===== config.mk =====
export PLATFORM = sky130hd
export DESIGN_NAME = pwm_multi
export DESIGN_NICKNAME = d
export VERILOG_FILES = /design/src/rtl/pwm_multi.sv
export SDC_FILE = /design/constraint.sdc
export NUM_CORES = 1
export LEC_CHECK = 0
export CAP_MARGIN = 40
export CORE_UTILIZATION = 55
export CTS_BUF_LIST = sky130_fd_sc_hd__clkbuf_8
export DETAILED_ROUTE_END_ITERATION = 16
export PLACE_DENSITY = 0.88
export SLEW_MARGIN = 5
export SYNTH_ARGS = -nofsm -noshare
export SYNTH_HDL_FRONTEND = slang
export SYNTH_SLANG_ARGS = --single-unit

===== constraint.sdc =====
create_clock -name i_clk -period 2.6 [get_ports i_clk]
set_clock_uncertainty 0.1 [all_clocks]
set_input_delay 0.39 -clock i_clk [delete_from_list [all_inputs] [get_ports i_clk]]
set_output_delay 0.39 -clock i_clk [all_outputs]
set_load 0.1 [all_outputs]

===== src/rtl/pwm_multi.sv =====
// Multi-channel PWM with a shared prescaler, a period counter and double-buffered duties.
// Define PWM_MULTI_CENTER_EN to add the i_center port and the center-aligned (up/down) mode.
module pwm_multi #(
    parameter int R = 10,
    parameter int N = 4
) (
    input  logic               i_clk,
    input  logic               i_rst_n,
    input  logic               i_en,
    input  logic [31:0]        i_dvsr,
    input  logic [N*(R+1)-1:0] i_duty,
    input  logic               i_load,
`ifdef PWM_MULTI_CENTER_EN
    input  logic               i_center,
`endif
    output logic               o_busy,
    output logic               o_period_end,
    output logic [N-1:0]       o_pwm
);

    typedef enum logic {DIR_UP, DIR_DOWN} dir_t;

    localparam logic [R-1:0] D_MAX = '1;
    localparam logic [R-1:0] D_ONE = {{(R-1){1'b0}}, 1'b1};

    logic [31:0]        q;
    logic [R-1:0]       d;
    logic [R-1:0]       d_next;
    dir_t               dir;
    dir_t               dir_next;
    logic               mode;
    logic               tick;
    logic               boundary;
    logic [N-1:0]       pwm_cmp;
    logic [N*(R+1)-1:0] shadow;
    logic [N*(R+1)-1:0] duty_act;

    assign tick = (q == 32'd0) && i_en;

    // Next count; in center mode a stray d==0 while counting down is treated as a boundary so it cannot wrap.
    always_comb begin
        d_next   = d;
        dir_next = dir;
        boundary = 1'b0;
        if (tick) begin
            if (mode) begin
                if (dir == DIR_UP) begin
                    if (d == D_MAX) begin
                        d_next   = d - D_ONE;
                        dir_next = DIR_DOWN;
                    end else begin
                        d_next = d + D_ONE;
                    end
                end else if (d <= D_ONE) begin
                    d_next   = '0;
                    dir_next = DIR_UP;
                    boundary = 1'b1;
                end else begin
                    d_next = d - D_ONE;
                end
            end else begin
                d_next   = d + D_ONE;
                boundary = (d == D_MAX);
            end
        end
    end

    always_comb begin
        pwm_cmp = '0;
        for (int k = 0; k < N; k++) begin
            pwm_cmp[k] = ({1'b0, d} < duty_act[k*(R+1) +: (R+1)]);
        end
    end

    always_ff @(posedge i_clk) begin
        if (!i_rst_n || !i_en) begin
            q            <= 32'd0;
            d            <= '0;
            dir          <= DIR_UP;
            o_period_end <= 1'b0;
            o_pwm        <= '0;
        end else begin
            q            <= (q >= i_dvsr) ? 32'd0 : q + 32'd1;
            d            <= d_next;
            dir          <= dir_next;
            o_period_end <= boundary;
            o_pwm        <= pwm_cmp;
        end
    end

    // A pending shadow is applied at a boundary, or at once while the counter is stopped.
    always_ff @(posedge i_clk) begin
        if (!i_rst_n) begin
            shadow   <= '0;
            duty_act <= '0;
            o_busy   <= 1'b0;
        end else if (o_busy && (boundary || !i_en)) begin
            duty_act <= shadow;
            o_busy   <= 1'b0;
        end else if (i_load && !o_busy) begin
            shadow <= i_duty;
            o_busy <= 1'b1;
        end
    end

`ifdef PWM_MULTI_CENTER_EN
    always_ff @(posedge i_clk) begin
        if (!i_rst_n) begin
            mode <= 1'b0;
        end else if (!i_en || boundary) begin
            mode <= i_center;
        end
    end
`else
    assign mode = 1'b0;
`endif

endmodule


# Word-level counts from Yosys, hierarchy flattened
# Cells that the tools add are included.
[op_classes]
addsub = 2
magnitude_cmp = 5
eq_ne = 1
mux = 1
n_bitwise = 2
reduce_logical = 12
[ops]
columns = ["cell", "n"]
rows = [
  ["$lt 10x11->1", 4],
  ["$add 32x1->32 const B", 1],
  ["$ge 32x32->1", 1],
  ["$logic_not 32->1", 1],
  ["$add 10x1->10 const B", 1],
  ["$eq 10x10->1 const B", 1],
  ["$reduce_or 2->1", 2],
  ["$logic_and 1x1->1", 3],
  ["$logic_not 1->1", 3],
  ["$logic_or 1x1->1", 2],
  ["$not 1->1", 2],
  ["$reduce_and 2->1", 1],
  ["$mux 1", 1],
]
[totals]
reg_bits = 136
inputBits = 80
output_inout_bits = 6
word_cells = 30

# Logic depth before layout (Yosys ltp)
# Gate-level depths: netlist of the first run.
[depth]
depth_word = 7
depth_mapped = 11
mapped_depth_nobuf = 8

# Worst setup path before layout of the first run
# No wires, ideal clock.
[synth_timing]
path_kind = "input port to flip-flop"
from = "in i_dvsr[11]"
to = "reg q[23]"
setup_time_ps = 128
t_arrival_ps = 2000
required_ps = 2372
setup_slack_ps = 372
path_stages = 9
path_cell_list = "inv_1 ha_1 and4_1 o31ai_1 or4_1 a31oi_1 a211o_1 clkbuf_1 nor2_1"
[synth_between]
elab_chain_len = 2
[synth_rtl]
columns = ["item", "line_no", "source"]
rows = [
  ["from (decl)", "10", "input logic [31:0] i_dvsr,"],
  ["$ge 32x32->1", "83", "q <= (q >= i_dvsr) ? 32'd0 : q + 32'd1;"],
  ["$reduce_or 2->1 (no source line)", "-", ""],
  ["to (signal assigned)", "83", ""],
  ["to (decl)", "26", "logic [31:0] q;"],
]
# No other way between the ends.
# A chain may end at the register's enable or synchronous reset.

# Worst setup path in the final report of the first run
[layout_timing]
from = "in i_dvsr[11]"
to = "reg q[10]"
# The elaborated chain is that of the path after synthesis.

==> results.cfg, run 1 <==
[route]
first_pass_iters = 5
drt_iter0_drc = 313
totalWireLength_um = 14800
via_per_inst = 5.38
vias = 6090
antenna_left = 0
wire_per_inst_um = 13.1
drc_errors = 0

[synth]
ys_warn_count = 0
synthTopCellsByArea = dfxtp_1 39%, ha_1 13%, nand2_1 8.9%
syn_area_per_cell_um2 = 8.03
syn-num-nets = 1016
yosysTopAreaCell = dfxtp_1
synth_cell_types = 39
async_flop_share = 0
syn-cell-area_um2 = 6950
synth-edff-count = 0
ys_ff_latch = 136
yosys_most_used_dff = dfxtp_1
syn-instance-count = 865
synth_top_area_share = 0.392
synth.most_common_cell = nand2_1
synthTopCellsByCount = 164 x nand2_1, 136 x dfxtp_1, 74 x inv_1, 71 x ha_1, 64 x nand3_1
ys_seq_area_frac = 0.392

[power_and_ir_drop]
p_int_uw = 3370
power.total_uw = 4420
p_sw_uw = 1050
power_frac_seq = 0.491
clkPwrFrac = 0.413
ir_drop_uv = 355
p_leak_uw = 0.00332
p_sw_frac = 0.238
powerDensity_nw_per_um2 = 524
pwr-share-comb = 0.096

[finish]
n_antenna_cell = 0
layout-drive-gt1-share = 0.0644
fin_nets = 1101
syn2layout_area_growth_pct = 21.5
layout.cells.non_filler = 1131

[clock_network]
clk_latency_ns = 0.43
h-tree-depth = 4
cts_tree = built
clk_path_buf_depth = 2
path_clk_slew_ns = 0.07
numCtsBuffers = 17
cts.sinks = 136
cts_setup_buffers = 0
root_buffer = clkbuf_8

[sta]
rsz0062_at_grt = no
worst_slew_pin_slew_ns = 0.501
hold_violations = 0
relSlewSlack = 0.666
slew_violations = 0
min_period_ns = 2.40
fmax_mhz = 417
setup_viol = 0
finalCritPeriodShare = 0.922

[critical_path]
endpoint_kind = register
cp_top_family = simple AND/OR/NAND/NOR gates
slowest_delay_ns = 0.45
setup.worst_path.start_class = input port
cp_slowest_cell = clkdlybuf4s50_1
crit_chain = clkdlybuf4s50_1 -> inv_1 -> ha_1 -> and4_1 -> o31ai_1 -> or4_1 -> a31oi_1 -> a211o_1 -> buf_12 -> nor2_1
cp_num_cells = 10
path_max_fanout = 24
required_ns = 2.82
reg2reg_depth = 8
crit_buf_inv = 3
crit_arrival_ns = 2.62
crit_type = input port to register

[placement]
dp.cells = 1099
gp_congestion = 0.854
post-dp-hpwl_um = 10200
port_buffers = 85

[floorplan]
dieArea_um2 = 13100
die_w_um = 114
rows = 40
coreArea_um2 = 12200
num_io_pins = 86
chipHeight_um = 114
initial_core_util = 0.571

[grt]
grt_pass1_vias = 5651
track_usage = 0.239
grt_pass1_wl_um = 25100
gr-total-overflow = 0
grt_max_degree = 134
antenna_found_initial = 0

[worst_hold_path]
hold_class = register to register
holdPathStages = 2

[flow_run]
cap_violations = 0

[outcome]
status = finished clean
==> final cells by class <==
| cell class | instances | area (um2) |
|---|---|---|
| clock buffer | 20 | 275 |
| clock inverter | 12 | 151 |
| fill | 918 | 3720 |
| inverter | 74 | 278 |
| multi-input combinational | 615 | 3760 |
| sequential | 136 | 2720 |
| tap | 168 | 210 |
| timing repair buffer | 106 | 1040 |
==> path summary, 6_finish.rpt <==
path | slack [ns] | start | to
min reg2reg | 0.35 | duty_act[15]$_SDFFE_PN0P_ | duty_act[15]$_SDFFE_PN0P_
max | 0.20 | i_dvsr[11] | q[10]$_SDFF_PP0_
max reg2reg | 0.23 | q[11]$_SDFF_PP0_ | q[10]$_SDFF_PP0_
min | 0.35 | duty_act[15]$_SDFFE_PN0P_ | duty_act[15]$_SDFFE_PN0P_
==> per-stage QoR <==
step	hold slack, ns	utilization	cell area (um2)	setup slack [ns]	TNS, ns
2_1_floorplan	0.328	-	6950	0.372	0
3_3_place_gp	0.337	0.659	8010	-0.171	-5.38
4_1_cts	0.353	0.694	8440	0.119	0
3_5_place_dp	0.342	0.659	8010	-0.264	-7.75
5_1_grt	0.370	0.694	8440	0.0833	0
6_report	0.349	0.694	8440	0.203	0
==> timing repair <==
item                                    4_1_cts  5_1_grt
hold buffers                                  0        0
gates resized for setup                       0        2
endpoints found under the setup margin        0       32
==> power groups by stage <==
stage	registers, uW	logic, uW	clock network [uW]
2_1_floorplan	2240	208	0
3_3_place_gp	2220	413	0
3_5_place_dp	2220	423	0
4_1_cts	2170	427	1840
5_1_grt	2180	475	1940
6_report	2170	425	1820
==> routing by layer <==
| layer | global-route usage | wire, um |
|---|---|---|
| met5 | 0 | 0 |
| met4 | 0.0909 | 274 |
| met3 | 0.0402 | 719 |
| met2 | 0.408 | 7270 |
| met1 | 0.302 | 6590 |
==> cell families (layout without fill, tap and decap cells) <==
group / after synthesis / count (layout) / synth area share
fa+ha+maj: 71 / 71 / 0.128
buf+inv: 114 / 212 / 0.0679
flops: 136 / 136 / 0.392
simple gates: 346 / 346 / 0.222
compound gates: 159 / 159 / 0.141
xor+xnor: 39 / 39 / 0.0492
==> flip-flops by register name, indices dropped and copies added (netlist names) <==
register / count
duty_act: 44
o_busy: 1
shadow: 44
d: 10
q: 32
o_period_end: 1
o_pwm: 4
==> worst min-delay path: stages (launching register included) <==
cell	delay [ns]
dfxtp_1	0.31
nand2_1	0.05
o21ai_1	0.05
==> layout by cell type (no fill, tap or decap), types with 4 or more instances in the layout <==
cell / instances
nand3_1: 64
xnor2_1: 13
nor2b_1: 6
o211ai_1: 5
o21a_1: 4
a21oi_1: 28
and4_1: 5
buf_12: 4
o21ai_0: 44
a21boi_0: 46
o21ai_1: 16
xor2_1: 26
nand2_1: 164
clkbuf_8: 20
nor4_1: 8
nor2_1: 61
ha_1: 71
clkdlybuf4s50_1: 78
a211oi_1: 5
o31ai_1: 5
and3_1: 10
nor3_1: 5
inv_1: 77
nand2b_1: 6
nand4_1: 8
dfxtp_1: 136
buf_4: 24
Note: power is estimated with default switching activity, not from simulation.
==> run 2: changes to the inputs <==
Settings changed: CORE_MARGIN set to 3.
==> results.cfg, run 2 (synthesized netlist as in run 1, its figures left out) <==
[floorplan]
initial_core_util = 0.571
die_w_um = 118
chipHeight_um = 118
dieArea_um2 = 14000
coreArea_um2 = 12200
rows = 40
num_io_pins = 86

[critical_path]
required_ns = 2.87
reg2reg_to = q[6]$_SDFF_PP0_
crit_end = q[6]$_SDFF_PP0_
reg2reg_slack_ns = 0.22
path_max_fanout = 32
cp-startpoint = i_dvsr[15]
setup.worst_path.start_class = input port
crit_arrival_ns = 2.68
reg2reg_depth = 8
crit_type = input port to register
endpoint_kind = register
rr_startpoint = q[15]$_SDFF_PP0_

[clock_network]
hold_buffers = 0
clk_latency_ns = 0.44
cts_tree = built
path_clk_slew_ns = 0.08
root_buffer = clkbuf_8
clk_path_buf_depth = 2
numCtsBuffers = 17
cts.sinks = 136
h-tree-depth = 4
ctsResizeCount = 0
cts_setup_buffers = 0

[finish]
final_common_cell = nand2_1
syn2layout_area_growth_pct = 20.6
layout_common_cells = 164 x nand2_1, 135 x dfxtp_1, 78 x clkdlybuf4s50_1
fin_util = 0.689
layout-drive-gt1-share = 0.0636
top_regs = duty_act: 44 flops, shadow: 44 flops, q: 32 flops
fin_nets = 1097
n_antenna_cell = 0

[route]
drc_errors = 0
drt_iter0_drc = 344
vias = 6013
antenna_left = 0
first_pass_iters = 5
wire_per_inst_um = 13.4
via_per_inst = 5.34
totalWireLength_um = 15100

[grt]
gr-total-overflow = 0
grt_pass1_vias = 5693
antenna_found_initial = 0
grt_max_degree = 134
grt_pass1_wl_um = 25700
track_usage = 0.219

[outcome]
status = finished clean

[sta]
slew_violations = 0
relSlewSlack = 0.692
min_period_ns = 2.41
worst_slew_pin_slew_ns = 0.451
finalCritPeriodShare = 0.927
rsz0062_at_grt = no
hold_slack_ns = 0.353
setup_viol = 0
fmax_mhz = 415
hold_violations = 0

[power_and_ir_drop]
p_leak_uw = 0.00328
powerDensity_nw_per_um2 = 518
ir_drop_uv = 473

[worst_hold_path]
hold_class = register to register

[placement]
post-dp-hpwl_um = 10600
gp_congestion = 0.784
port_buffers = 85

[flow_run]
cap_violations = 0
==> run 2: changes by cell type in the layout (fill, tap and decap cells not counted), moves of 2 or more <==
cell	previous run	this run
buf_4	24	20
clkbuf_8	20	17
inv_6	1	7
inv_1	77	74
clkinv_2	0	3
clkinvlp_4	2	0
==> run 2: worst max-delay path: stages <==
cell	delay [ns]
clkdlybuf4s50_1	0.45
inv_1	0.04
ha_1	0.31
a21oi_1	0.16
o21ai_0	0.13
a2111oi_0	0.43
a31oi_1	0.14
a211o_1	0.32
buf_12	0.18
nor2_1	0.13
==> run 2: area by class of cell <==
| cell class | count | area (um2) |
|---|---|---|
| fillers | 929 | 3780 |
| multi-input cells | 615 | 3760 |
| flip-flops and latches | 136 | 2720 |
| repair buffers | 102 | 1010 |
| inverters | 74 | 278 |
| clock buffers | 17 | 234 |
| well taps | 168 | 210 |
| clock inverters | 15 | 163 |
==> run 2: report_power, final <==
| part | total, uW | leakage [uW] | switching [uW] | internal (uW) |
|---|---|---|---|---|
| combinational | 423 | 0.00197 | 218 | 204 |
| sequential | 2170 | 0.00110 | 34.0 | 2140 |
| clock | 1740 | 0.000206 | 869 | 872 |
==> run 2: worst min-delay path by stage <==
stage | endpoint | slack [ns] | start | cells past startpoint
after floorplan | duty_act[10]$_SDFFE_PN0P_ | 0.33 | duty_act[10]$_SDFFE_PN0P_ | 2
after global placement | duty_act[25]$_SDFFE_PN0P_ | 0.34 | duty_act[25]$_SDFFE_PN0P_ | 2
after detailed placement | duty_act[18]$_SDFFE_PN0P_ | 0.34 | duty_act[18]$_SDFFE_PN0P_ | 2
after CTS | duty_act[18]$_SDFFE_PN0P_ | 0.36 | duty_act[18]$_SDFFE_PN0P_ | 2
after global routing | duty_act[17]$_SDFFE_PN0P_ | 0.37 | duty_act[17]$_SDFFE_PN0P_ | 2
final | duty_act[18]$_SDFFE_PN0P_ | 0.35 | duty_act[18]$_SDFFE_PN0P_ | 2
==> run 2: layer usage <==
layer  vias up  share of wire  GRT usage
li1       3064              -          -
met1      2759           0.44      0.267
met2       159           0.49      0.375
met3        31          0.050     0.0507
met4         0          0.020     0.0825
met5         -              0          0
==> run 2: per-stage QoR <==
step	cell area (um2)	total power, uW	instances	worst slack (ns)	TNS (ns)
global placement	7980	2620	1095	-0.106	-3.30
global route	8380	4510	1127	0.0129	0
CTS	8380	4360	1127	0.163	0
floorplan	6950	2450	865	0.372	0
detailed placement	7980	2640	1095	-0.277	-7.74
finish	8380	4340	1127	0.189	0
